### config.mk
export PLATFORM = sky130hd
export DESIGN_NAME = tmds_period_scheduler
export DESIGN_NICKNAME = d
export VERILOG_FILES = /design/src/rtl/tmds_period_scheduler_pkg.sv /design/src/rtl/tmds_period_scheduler_delay_line.sv /design/src/rtl/tmds_period_scheduler.sv
export SDC_FILE = /design/constraint.sdc
export NUM_CORES = 1
export LEC_CHECK = 0
export CORE_MARGIN = 2
export CORE_UTILIZATION = 57
export CTS_CLUSTER_DIAMETER = 40
export CTS_CLUSTER_SIZE = 25
export DETAILED_ROUTE_END_ITERATION = 10
export PLACE_DENSITY = 0.83
export SYNTH_ARGS = -nofsm -noshare
export SYNTH_HDL_FRONTEND = slang
export SYNTH_SLANG_ARGS = --single-unit
export TNS_END_PERCENT = 20
### constraint.sdc
create_clock -name pixel_clk -period 2.4 [get_ports pixel_clk]
set_input_delay 0.48 -clock pixel_clk [delete_from_list [all_inputs] [get_ports pixel_clk]]
set_output_delay 0.48 -clock pixel_clk [all_outputs]
set_load 0.01 [all_outputs]
### src/rtl/tmds_period_scheduler_pkg.sv
// Shared TMDS symbols for the period scheduler: control tokens, guard-band
// words and the period_state encoding.
package tmds_period_scheduler_pkg;

  localparam logic [9:0] CTRL_TOKEN_00 = 10'b1101010100;
  localparam logic [9:0] CTRL_TOKEN_01 = 10'b0010101011;
  localparam logic [9:0] CTRL_TOKEN_10 = 10'b0101010100;
  localparam logic [9:0] CTRL_TOKEN_11 = 10'b1010101011;

  localparam logic [9:0] GUARD_WORD_0 = 10'b1011001100;
  localparam logic [9:0] GUARD_WORD_1 = 10'b0100110011;
  localparam logic [9:0] GUARD_WORD_2 = 10'b1011001100;

  typedef enum logic [1:0] {
    PERIOD_CTRL     = 2'd0,
    PERIOD_PREAMBLE = 2'd1,
    PERIOD_GUARD    = 2'd2,
    PERIOD_VIDEO    = 2'd3
  } period_e;

  // Index is {c1, c0}, i.e. {vsync, hsync} on channel 0.
  function automatic logic [9:0] ctrl_token(input logic [1:0] c);
    logic [9:0] tok;
    case (c)
      2'b00:   tok = CTRL_TOKEN_00;
      2'b01:   tok = CTRL_TOKEN_01;
      2'b10:   tok = CTRL_TOKEN_10;
      default: tok = CTRL_TOKEN_11;
    endcase
    return tok;
  endfunction

endpackage

### src/rtl/tmds_period_scheduler_delay_line.sv
// Fixed-depth shift register with asynchronous active-low clear.
module tmds_delay_line #(
  parameter int WIDTH = 33,
  parameter int DEPTH = 10
) (
  input  logic             clk,
  input  logic             rst_n,
  input  logic [WIDTH-1:0] din,
  output logic [WIDTH-1:0] dout
);

  logic [WIDTH-1:0] stage_q [DEPTH];
  logic [WIDTH-1:0] stage_d [DEPTH];

  always_comb begin
    stage_d[0] = din;
    for (int i = 1; i < DEPTH; i++) begin
      stage_d[i] = stage_q[i-1];
    end
  end

  always_ff @(posedge clk or negedge rst_n) begin
    if (!rst_n) begin
      for (int i = 0; i < DEPTH; i++) begin
        stage_q[i] <= '0;
      end
    end else begin
      stage_q <= stage_d;
    end
  end

  assign dout = stage_q[DEPTH-1];

endmodule

### src/rtl/tmds_period_scheduler.sv
// Schedules TMDS control / preamble / guard / video periods in front of a
// delayed video stream so the preamble and guard band precede each line.
module tmds_period_scheduler
  import tmds_period_scheduler_pkg::*;
#(
  parameter int HDMI_MODE    = 1,
  parameter int PREAMBLE_LEN = 8,
  parameter int GUARD_LEN    = 2
) (
  input  logic       pixel_clk,
  input  logic       rst_n,
  input  logic       video_de,
  input  logic       video_hsync,
  input  logic       video_vsync,
  input  logic [9:0] tmds_word_0,
  input  logic [9:0] tmds_word_1,
  input  logic [9:0] tmds_word_2,
  output logic [9:0] chan_word_0,
  output logic [9:0] chan_word_1,
  output logic [9:0] chan_word_2,
  output logic [1:0] period_state,
  output logic       de_out,
  output logic       sched_err
);

  localparam int LAT = PREAMBLE_LEN + GUARD_LEN;
  localparam int DW  = 33;
  localparam logic [3:0] PRE_LAST   = 4'(PREAMBLE_LEN - 1);
  localparam logic [3:0] GUARD_LAST = 4'(GUARD_LEN - 1);

  logic [DW-1:0] dl_in, dl_out;
  logic          dl_de, dl_hs, dl_vs;
  logic [9:0]    dl_w0, dl_w1, dl_w2;

  period_e    state_q, state_d;
  logic [3:0] phase_q, phase_d;
  logic       de_prev_q, de_out_q, de_out_d, err_q, err_d, de_rise;
  logic [9:0] chan0_q, chan0_d, chan1_q, chan1_d, chan2_q, chan2_d;

  assign dl_in = {video_de, video_hsync, video_vsync, tmds_word_0, tmds_word_1, tmds_word_2};
  assign {dl_de, dl_hs, dl_vs, dl_w0, dl_w1, dl_w2} = dl_out;

  tmds_delay_line #(.WIDTH(DW), .DEPTH(LAT)) u_delay (
    .clk   (pixel_clk),
    .rst_n (rst_n),
    .din   (dl_in),
    .dout  (dl_out)
  );

  assign de_rise = video_de & ~de_prev_q;

  // The output register is the final pipeline stage, so the mux follows
  // state_d to keep chan_word_* aligned with period_state.
  always_comb begin
    state_d  = state_q;
    phase_d  = phase_q;
    err_d    = err_q;
    de_out_d = dl_de;
    case (state_q)
      PERIOD_CTRL: begin
        if (dl_de) begin
          state_d = PERIOD_VIDEO;
        end else if (HDMI_MODE != 0 && de_rise) begin
          state_d = PERIOD_PREAMBLE;
          phase_d = PRE_LAST;
        end
      end
      PERIOD_PREAMBLE: begin
        if (phase_q == 4'd0) begin
          state_d = PERIOD_GUARD;
          phase_d = GUARD_LAST;
        end else begin
          phase_d = phase_q - 4'd1;
        end
      end
      PERIOD_GUARD: begin
        if (phase_q == 4'd0) begin
          state_d = PERIOD_VIDEO;
        end else begin
          phase_d = phase_q - 4'd1;
        end
      end
      default: begin
        if (!dl_de) begin
          state_d = PERIOD_CTRL;
        end
      end
    endcase

    // A line whose DE rises while the scheduler is busy gets no preamble.
    if (HDMI_MODE != 0 && de_rise && (state_q != PERIOD_CTRL || dl_de)) begin
      err_d = 1'b1;
    end

    chan0_d = ctrl_token({dl_vs, dl_hs});
    chan1_d = CTRL_TOKEN_00;
    chan2_d = CTRL_TOKEN_00;
    case (state_d)
      PERIOD_PREAMBLE: chan1_d = CTRL_TOKEN_01;
      PERIOD_GUARD: begin
        chan0_d = GUARD_WORD_0;
        chan1_d = GUARD_WORD_1;
        chan2_d = GUARD_WORD_2;
      end
      PERIOD_VIDEO: begin
        chan0_d = dl_w0;
        chan1_d = dl_w1;
        chan2_d = dl_w2;
      end
      default: ;
    endcase
  end

  always_ff @(posedge pixel_clk or negedge rst_n) begin
    if (!rst_n) begin
      state_q   <= PERIOD_CTRL;
      phase_q   <= 4'd0;
      de_prev_q <= 1'b0;
      de_out_q  <= 1'b0;
      err_q     <= 1'b0;
      chan0_q   <= CTRL_TOKEN_00;
      chan1_q   <= CTRL_TOKEN_00;
      chan2_q   <= CTRL_TOKEN_00;
    end else begin
      state_q   <= state_d;
      phase_q   <= phase_d;
      de_prev_q <= video_de;
      de_out_q  <= de_out_d;
      err_q     <= err_d;
      chan0_q   <= chan0_d;
      chan1_q   <= chan1_d;
      chan2_q   <= chan2_d;
    end
  end

  assign chan_word_0  = chan0_q;
  assign chan_word_1  = chan1_q;
  assign chan_word_2  = chan2_q;
  assign period_state = state_q;
  assign de_out       = de_out_q;
  assign sched_err    = err_q;

endmodule

* After elaboration in Yosys (flattened, before gate mapping) *
Index checks and enable logic that the tools add are counted.

word-level totals
  register bits after elaboration = 369
  bits in latches = 0
  bits in writable memories = 0
  ROM bits = 0
  output and inout bits = 34
  word-level logic and storage cells = 54
  memories = 0

cells by class
  add/sub/neg operators = 1
  multipliers = 0
  div/mod/pow operators = 0
  $lt $le $gt $ge = 0
  eq/ne operators = 10
  shift operators = 0
  multiplexer cells = 15
  bitwise operators = 2
  reduce and logical (&&, ||, !) cells = 8

operator list
  cell                   number
  $pmux W10 S3           2
  $pmux W10 S2           2
  $mux W4                4
  $pmux W4 S3            1
  $mux W2                5
  $eq A2 B2 Y1 const B   4
  $eq A2 B1 Y1 const B   3
  $ne A2 B2 Y1 const B   3
  $pmux W2 S3            1
  $logic_not A2 Y1       2
  $logic_not A4 Y1       1
  $reduce_and A4 Y1      1
  $sub A4 B1 Y4 const B  1
  $reduce_bool A3 Y1     1
  $reduce_bool A2 Y1     1
  $and A1 B1 Y1          1
  $logic_and A1 B1 Y1    1
  $logic_or A1 B1 Y1     1
  $not A1 Y1             1

* Longest topological paths before layout *
Gate-level depths: netlist of run 1.

  depth in word-level cells = 7
  mapped depth = 8

* By module *
Synthesis of run 1 repeated with hierarchy kept, for this count alone.

unflattened totals
  cell total of the unflattened synthesis = 476
  area total of the unflattened synthesis = 10,015.9 µm²

by module, submodules not included
  module                 instances  cells each  area an instance (µm²)
  tmds_delay_line        1          330         8,257.9
  tmds_period_scheduler  1          146         1,757.9

* Least setup slack after synthesis of run 1 *
OpenSTA, ideal clock, no wires.

  path type = register to register
  start point = register state_q[1], in the netlist period_state[1]
  end point = register chan0_q[5], in the netlist chan_word_0[5]
  setup time = 0.136 ns
  data arrival time = 1.921 ns
  data required time = 2.264 ns
  path slack = 0.344 ns
  cell stages (with the launch flop) = 8
  buffers on the path = 1
  cell sequence = dfrtp_1 > inv_1 > ha_1 > or3_1 > o311a_1 > a21oi_1 > clkbuf_1 > o31ai_1

on the way
  cells in the longest elaborated chain, start to end = 5

RTL lines
  what                    line                          source
  from (decl)             tmds_period_scheduler.sv:35   period_e state_q, state_d;
  from (signal assigned)  tmds_period_scheduler.sv:125  state_q <= state_d;
  $mux W2                 tmds_period_scheduler.sv:63   end else if (HDMI_MODE != 0 && de_rise) begin
  $mux W2                 tmds_period_scheduler.sv:61   if (dl_de) begin
  $pmux W2 S3 (*)         tmds_period_scheduler.sv:59   case (state_q)
  $eq A2 B2 Y1            tmds_period_scheduler.sv:98   case (state_d)
  $pmux W10 S2 (*)        tmds_period_scheduler.sv:98
  net chan0_d[5]          tmds_period_scheduler.sv:38   logic [9:0] chan0_q, chan0_d, chan1_q, chan1_d, chan2_q, chan2_d;
  to (signal assigned)    tmds_period_scheduler.sv:130  chan0_q <= chan0_d;
  to (decl)               tmds_period_scheduler.sv:38

Mark *: on every way through the listed nets, which the timed path passes. The rest lies on a longest branch.
A chain may end at the register's enable or synchronous reset.

* Worst setup path after layout of run 1 *
  start point = register phase_q[0]
  end point = register chan2_q[1], in the netlist chan_word_2[1]

on the way
  cells in the longest elaborated chain, start to end = 5

RTL lines
  what                        line                                                      source
  from (decl)                 tmds_period_scheduler.sv:36                               logic [3:0] phase_q, phase_d;
  from (signal assigned)      tmds_period_scheduler.sv:126                              phase_q <= phase_d;
  $logic_not A4 Y1 (*)        tmds_period_scheduler.sv:69, tmds_period_scheduler.sv:77
  $mux W2 (on tied branches)  tmds_period_scheduler.sv:77, tmds_period_scheduler.sv:69
  $pmux W2 S3 (*)             tmds_period_scheduler.sv:59
  $eq A2 B2 Y1                tmds_period_scheduler.sv:98
  $pmux W10 S2 (*)            tmds_period_scheduler.sv:98
  net chan2_d[1]              tmds_period_scheduler.sv:38
  to (signal assigned)        tmds_period_scheduler.sv:132                              chan2_q <= chan2_d;
  to (decl)                   tmds_period_scheduler.sv:38

Marked as above.

==> results of run 1 <==
[cell usage in the layout, fill, tap and decap left out, types with 3 or more instances in the layout]
cell type        Yosys  layout
a21o_1               5       5
a21oi_1             13      13
a31oi_1              4       4
a32oi_1              5       5
and4_1               3       3
buf_12               0       4
buf_4                0       7
clkbuf_16            0      31
clkdlybuf4s50_1      0      67
clkinv_4             0       5
clkinv_8             0       7
dfrtp_1            353     353
dfstp_2             15      15
ha_1                11      11
inv_1               11      11
inv_6                0       7
inv_8                0       3
nand2_1              5       5
nor2_1               5       5
o211ai_1             3       3
o21a_1               5       5
o21ai_0              9       9
o31ai_1              6       6
o32ai_1              3       3
or4_1                4       4
[stage by stage]
| stage | hold WS (ps) | cell area [sq um] |
|---|---|---|
| 3_5_place_dp | 335 | 11200 |
| 3_3_place_gp | 331 | 11200 |
| 5_1_grt | 345 | 12300 |
| 6_report | 346 | 12300 |
| 4_1_cts | 341 | 12300 |
| 2_1_floorplan | 184 | 10200 |
[how the worst min path moves through the flow]
stage	from	to	depth (start not counted)
6_report	u_delay.stage_d[263]	u_delay.stage_d[230]	0
5_1_grt	u_delay.stage_d[5]	u_delay.dout[5]	0
3_3_place_gp	u_delay.stage_d[64]	u_delay.stage_d[31]	0
2_1_floorplan	rst_n	chan_word_0[0]	0
4_1_cts	tmds_word_1[4]	u_delay.stage_d[278]	1
3_5_place_dp	u_delay.stage_d[31]	u_delay.dout[31]	0
[sequential cells by signal, summed over array words and instances, names as in the netlist]
| register | flops |
|---|---|
| u_delay.stage_d | 296 |
| sched_err | 1 |
| u_delay.dout | 33 |
| chan_word_2 | 10 |
| de_out | 1 |
| de_prev_q | 1 |
| phase_q | 4 |
| chan_word_0 | 10 |
| period_state | 2 |
| chan_word_1 | 10 |
[per-layer routing]
layer	vias up	GRT usage, %	share of wire [%]
met5	-	0	0
met4	0	5.56	2.5
met3	37	3.05	5.5
met2	147	29.4	50
met1	2238	26.3	42
li1	1893	-	-
[cell type report]
type / instances / area, sq um
flip-flops and latches: 368 / 9230
fillers: 968 / 5020
multi-input cells: 113 / 858
repair buffers: 80 / 828
clock buffers: 33 / 803
clock inverters: 24 / 290
well taps: 225 / 282
inverters: 13 / 51.3
[power breakdown]
group | switching, mW | total [mW] | internal, mW
clock | 2.42 | 5.12 | 2.69
sequential | 0.243 | 7.09 | 6.85
combinational | 1.42 | 2.50 | 1.09
total | 4.08 | 14.7 | 10.6
[logic make-up (layout without fill, tap and decap cells)]
family	Yosys count	after routing	synth area share [%]
buffers and inverters	17	150	0.727
AND/OR/NAND/NOR	28	28	1.74
adder cells (fa/ha/maj)	11	11	1.35
flip-flops	368	368	90.8
AO/OA/AOI/OAI	74	74	5.36
[worst reg2reg max path: stages (launching register included)]
cell      delay [ps]
dfrtp_1          430
inv_1            110
ha_1             170
or3b_4           400
a2111o_1         500
o21a_1           250
and4_1           230
[cell usage after synthesis, types with 2 or more instances]
cell type | number | area, sq um
o211ai_1 | 3 | 22.5
o21a_1 | 5 | 37.5
dfrtp_1 | 353 | 8830
a21oi_1 | 13 | 65.1
or4_1 | 4 | 30.0
o22ai_1 | 2 | 12.5
inv_1 | 11 | 41.3
a31o_2 | 2 | 17.5
nor3_1 | 2 | 10.0
nand2b_1 | 2 | 12.5
a31oi_1 | 4 | 25.0
a21o_1 | 5 | 37.5
o31ai_1 | 6 | 45.0
o32ai_1 | 3 | 26.3
a32oi_1 | 5 | 43.8
nand2_1 | 5 | 18.8
nor2_1 | 5 | 18.8
a2bb2oi_1 | 2 | 17.5
o21ai_0 | 9 | 45.0
ha_1 | 11 | 138
dfstp_2 | 15 | 394
and4_1 | 3 | 26.3
clkbuf_1 | 2 | 7.51
==> out/results.tsv, run 1 <==
metric	value	unit
status	finished, final reports clean	
worst stage delay on the critical path	500	ps
I/O pin total	69	
# Post-CTS Setup Buffers	0	
Hold Path Class	register to register	
core area	17400	sq um
max_cap viols	0	
Leak	5.52	nW
die width	138	um
number of flops mapped to enable cells by yosys	0	
post-place setup slack	197	ps
critical-path maximum fanout	10	
Critical Path Start	phase_q[0]	
Critical Path End	chan_word_2[1]	
Final ANT Viol Nets	0	
peak supply drop	0.810	mV
first-pass GRT wire length	25.6	mm
Worst EP arrival	2630	ps
CTS tree	done	
# rows	48	
f_max	454	MHz
Reg2Reg Depth	6	
Die Span Y	138	um
CTS buffer count	31	
fin nets	653	
HPWL after DPL	8.88	mm
CTS Sinks	368	
fin crit period	2200	ps
Worst path slowest cell	a2111o_1	
total track usage	18.2	%
Routed WL per cell	18.2	um
clk root buf	clkbuf_16	
layout cells sized above 1	14.9	%
TNS Setup	0	ps
Buffers on Ports	68	
RSZ-0062 raised after global routing	false	
Vias per Instance	5.04	
DRC	0	
area grow syn2layout	21.5	%
Placed Cells	798	
count of final setup violators	0	
H-tree depth	1	
max-slew violation count	0	
crit path cell chain	inv_1, ha_1, or3b_4, a2111o_1, o21a_1, and4_1	
crit path capture type	register	
r2r endpoint	chan_word_2[1]	
critical path launch point type	register	
Tot Pwr	14.7	mW
CP top delay family	compound AO/OA/AOI/OAI gates	
Final Worst Setup Slack	195	ps
routed vias	4315	
syn avg cell area	20.4	sq um
worst path required time	2820	ps
largest net degree at the start of global routing	89	
final std cells w/o fill	856	
Slew headroom	54.6	%
PostCTS Resize Cnt	0	
antenna cells	0	
WP buf/inv	1	
pwr/cell area	1190	nW/um^2
period utilization	91.9	%
syn_nets	544	
final core occ	71.1	%
CTS Hold Bufs	1	
worst slew pin tran	681	ps
asr flop ratio synth	100	%
Critical Path Stages	6	
gr ovfl total	0	
die area	18900	sq um
ys flop type	dfrtp_1	
vias in the first global route	4657	
clk_skew	13.8	ps
Hold Fails Final Rpt	0	
clk buf depth	3	
clock latency reported for the late side of the worst-skew pair	540	ps
routability cong.	0.879	
synthesis warning total	0	
Seq/Total Area, Yosys	90.8	%
cell count after synthesis	498	
Post-Syn Area	10200	sq um
initial core utilization	58.5	%
Reg2Reg Setup Slack	200	ps
Reg clk slew, reported paths	80	ps
origin of the critical flop-to-flop path	phase_q[0]	
synth unique cells	49	
Routed WL	15.6	mm
1st-iter DRT viols	333	
register bit total from synthesis	368	
WS Path Type	register to register	
First-pass DRT Iterations	4	
initial antenna violation count	1	
Note: power is estimated with default switching activity, not from simulation.
==> inputs of run 2 (changes only) <==
HOLD_SLACK_MARGIN = 0.02   (was unset)
SLEW_MARGIN = 5   (was unset)
==> results of run 2 <==
The final DEF is identical to that of run 1; final timing and power are the same.
==> inputs of run 3 (changes only) <==
CORE_UTILIZATION = 60   (was 57)
PLACE_DENSITY = 0.87   (was 0.83)
clock period = 2.62 ns   (was 2.4 ns; I/O delays follow)
==> run 3 against run 2 <==
Against the previous run:
- clock skew up 15 ps
- routed wire length rose by 5.4%
- via count increased by 0.83%
- sequential cell count stayed put
- global-route usage increased by 1.5 points
- sequential share of layout area down 0.066 points
- fmax down 9.7%
- count of clock-buffer cells in the layout is 6 higher
- worst hold slack lost 9.0 ps
- critical path type unchanged
==> out/results.tsv, run 3 (synthesized netlist as in run 1, its figures left out) <==
metric	value	unit
gr ovfl total	0	
Worst EP arrival	2840	ps
Sequential Power Share	47.3	%
WL met1	6.70	mm
Hold Fails Final Rpt	0	
H-tree depth	2	
initial core utilization	61.3	%
1st-iter DRT viols	377	
layout cells sized above 1	15.0	%
peak supply drop	0.668	mV
Buffers on Ports	68	
max reg flops	296	
die area	18000	sq um
Clk pwr share	35.5	%
I/O pin total	69	
total track usage	19.8	%
HPWL after DPL	9.13	mm
critical-path maximum fanout	7	
clk_skew	28.6	ps
fin nets	655	
highest routing layer actually used	met4	
clk root buf	clkbuf_16	
CTS tree	done	
Sw Ratio	27.4	%
commonest non-fill, non-tap cell in the layout	dfrtp_1	
Routed WL per cell	19.2	um
routed vias	4351	
# Post-CTS Setup Buffers	0	
first-pass GRT wire length	26.5	mm
status	finished, final reports clean	
metal2 WL	8.48	mm
CTS Sinks	368	
clock latency reported for the late side of the worst-skew pair	520	ps
crit path capture type	register	
First-pass DRT Iterations	4	
antenna cells	0	
final core occ	74.5	%
vias in the first global route	4853	
Int Pwr	10.0	mW
area grow syn2layout	21.6	%
initial antenna violation count	0	
DRC	0	
core area	16600	sq um
# rows	47	
clk buf depth	3	
Tot Pwr	13.8	mW
Logic pwr share	17.1	%
period utilization	93.2	%
Slew headroom	56.3	%
largest net degree at the start of global routing	81	
Vias per Instance	5.10	
Routed WL	16.4	mm
WS Path Type	register to register	
pwr/cell area	1120	nW/um^2
TNS Setup	0	ps
Hold Path Class	register to register	
Final ANT Viol Nets	0	
Reg clk slew, reported paths	90	ps
count of final setup violators	0	
routability cong.	0.837	
Leak	5.53	nW
fin crit period	2440	ps
worst path required time	3010	ps
area occupied by multi-input gates	858	sq um
worst slew pin tran	656	ps
f_max	409	MHz
post-place setup slack	343	ps
max_cap viols	0	
max-slew violation count	0	
FILL cells	875	
RSZ-0062 raised after global routing	false	
CTS buffer count	35	
commonest cells after routing, fill and taps aside	dfrtp_1 (352), clkdlybuf4s50_1 (67), clkbuf_16 (35)	
Sw Pwr	3.79	mW
die width	134	um
DR WL met3	814	um
Die Span Y	134	um
register area	9230	sq um
Final Worst Setup Slack	178	ps
critical path launch point type	register	
run 3: cell types whose count changed in the layout (fill, tap and decap cells not counted), sizes merged:
cell,change
buf,-2
clkinvlp,+3
clkbuf,+6
bufinv,+1
clkinv,-6
run 3: metrics by stage:
step,instance area [sq um],hold slack [ps],instances
floorplan,10200,228,498
global placement,11200,331,791
detailed placement,11200,335,791
CTS,12400,341,853
global route,12400,347,853
finish,12400,337,853
run 3: final cells by class:
type | instances | share of cell area, %
timing repair buffer | 78 | 6.58
tap | 220 | 2.23
clock inverter | 22 | 1.74
sequential | 368 | 74.7
inverter | 13 | 0.415
clock buffer | 39 | 7.37
multi-input combinational | 113 | 6.95
run 3: metal layers:
metal  up-vias  global-route usage (%)
met5         -                       0
met4         0                    6.43
met3        41                    4.16
met2       168                    34.0
met1      2245                    25.8
li1       1897                       -
run 3: repair_timing:
item	4_1_cts	5_1_grt
hold endpoints to repair	16	0
endpoints found under the setup margin	0	2
resized for setup	0	1
hold buffers	1	0
run 3: worst paths after layout:
kind / cells past startpoint / slack, ps / start / to
setup / recovery: 6 / 180 / period_state[0] / phase_q[0]
hold / removal: 0 / 340 / u_delay.stage_d[288] / u_delay.stage_d[255]
setup reg to reg: 6 / 180 / period_state[0] / phase_q[0]
hold reg to reg: 0 / 340 / u_delay.stage_d[288] / u_delay.stage_d[255]
max in group asynchronous: 3 / 1190 / rst_n / u_delay.stage_d[127]
min in group asynchronous: 2 / 600 / rst_n / u_delay.dout[15]
run 3: critical path, stage by stage, from the launching register on:
cell and delay, ps:
dfrtp_1 530, inv_1 180, ha_1 420, inv_1 120
o22ai_1 550, a21oi_1 200, a21oi_1 340
run 3: power by group through the flow:
stage / sequential, mW / clock, mW / combinational [mW]
6_report: 6.54 / 4.91 / 2.37
5_1_grt: 6.59 / 5.25 / 2.58
4_1_cts: 6.55 / 5.02 / 2.36
3_5_place_dp: 6.64 / 0 / 2.26
3_3_place_gp: 6.58 / 0 / 2.18
2_1_floorplan: 6.66 / 0 / 1.17
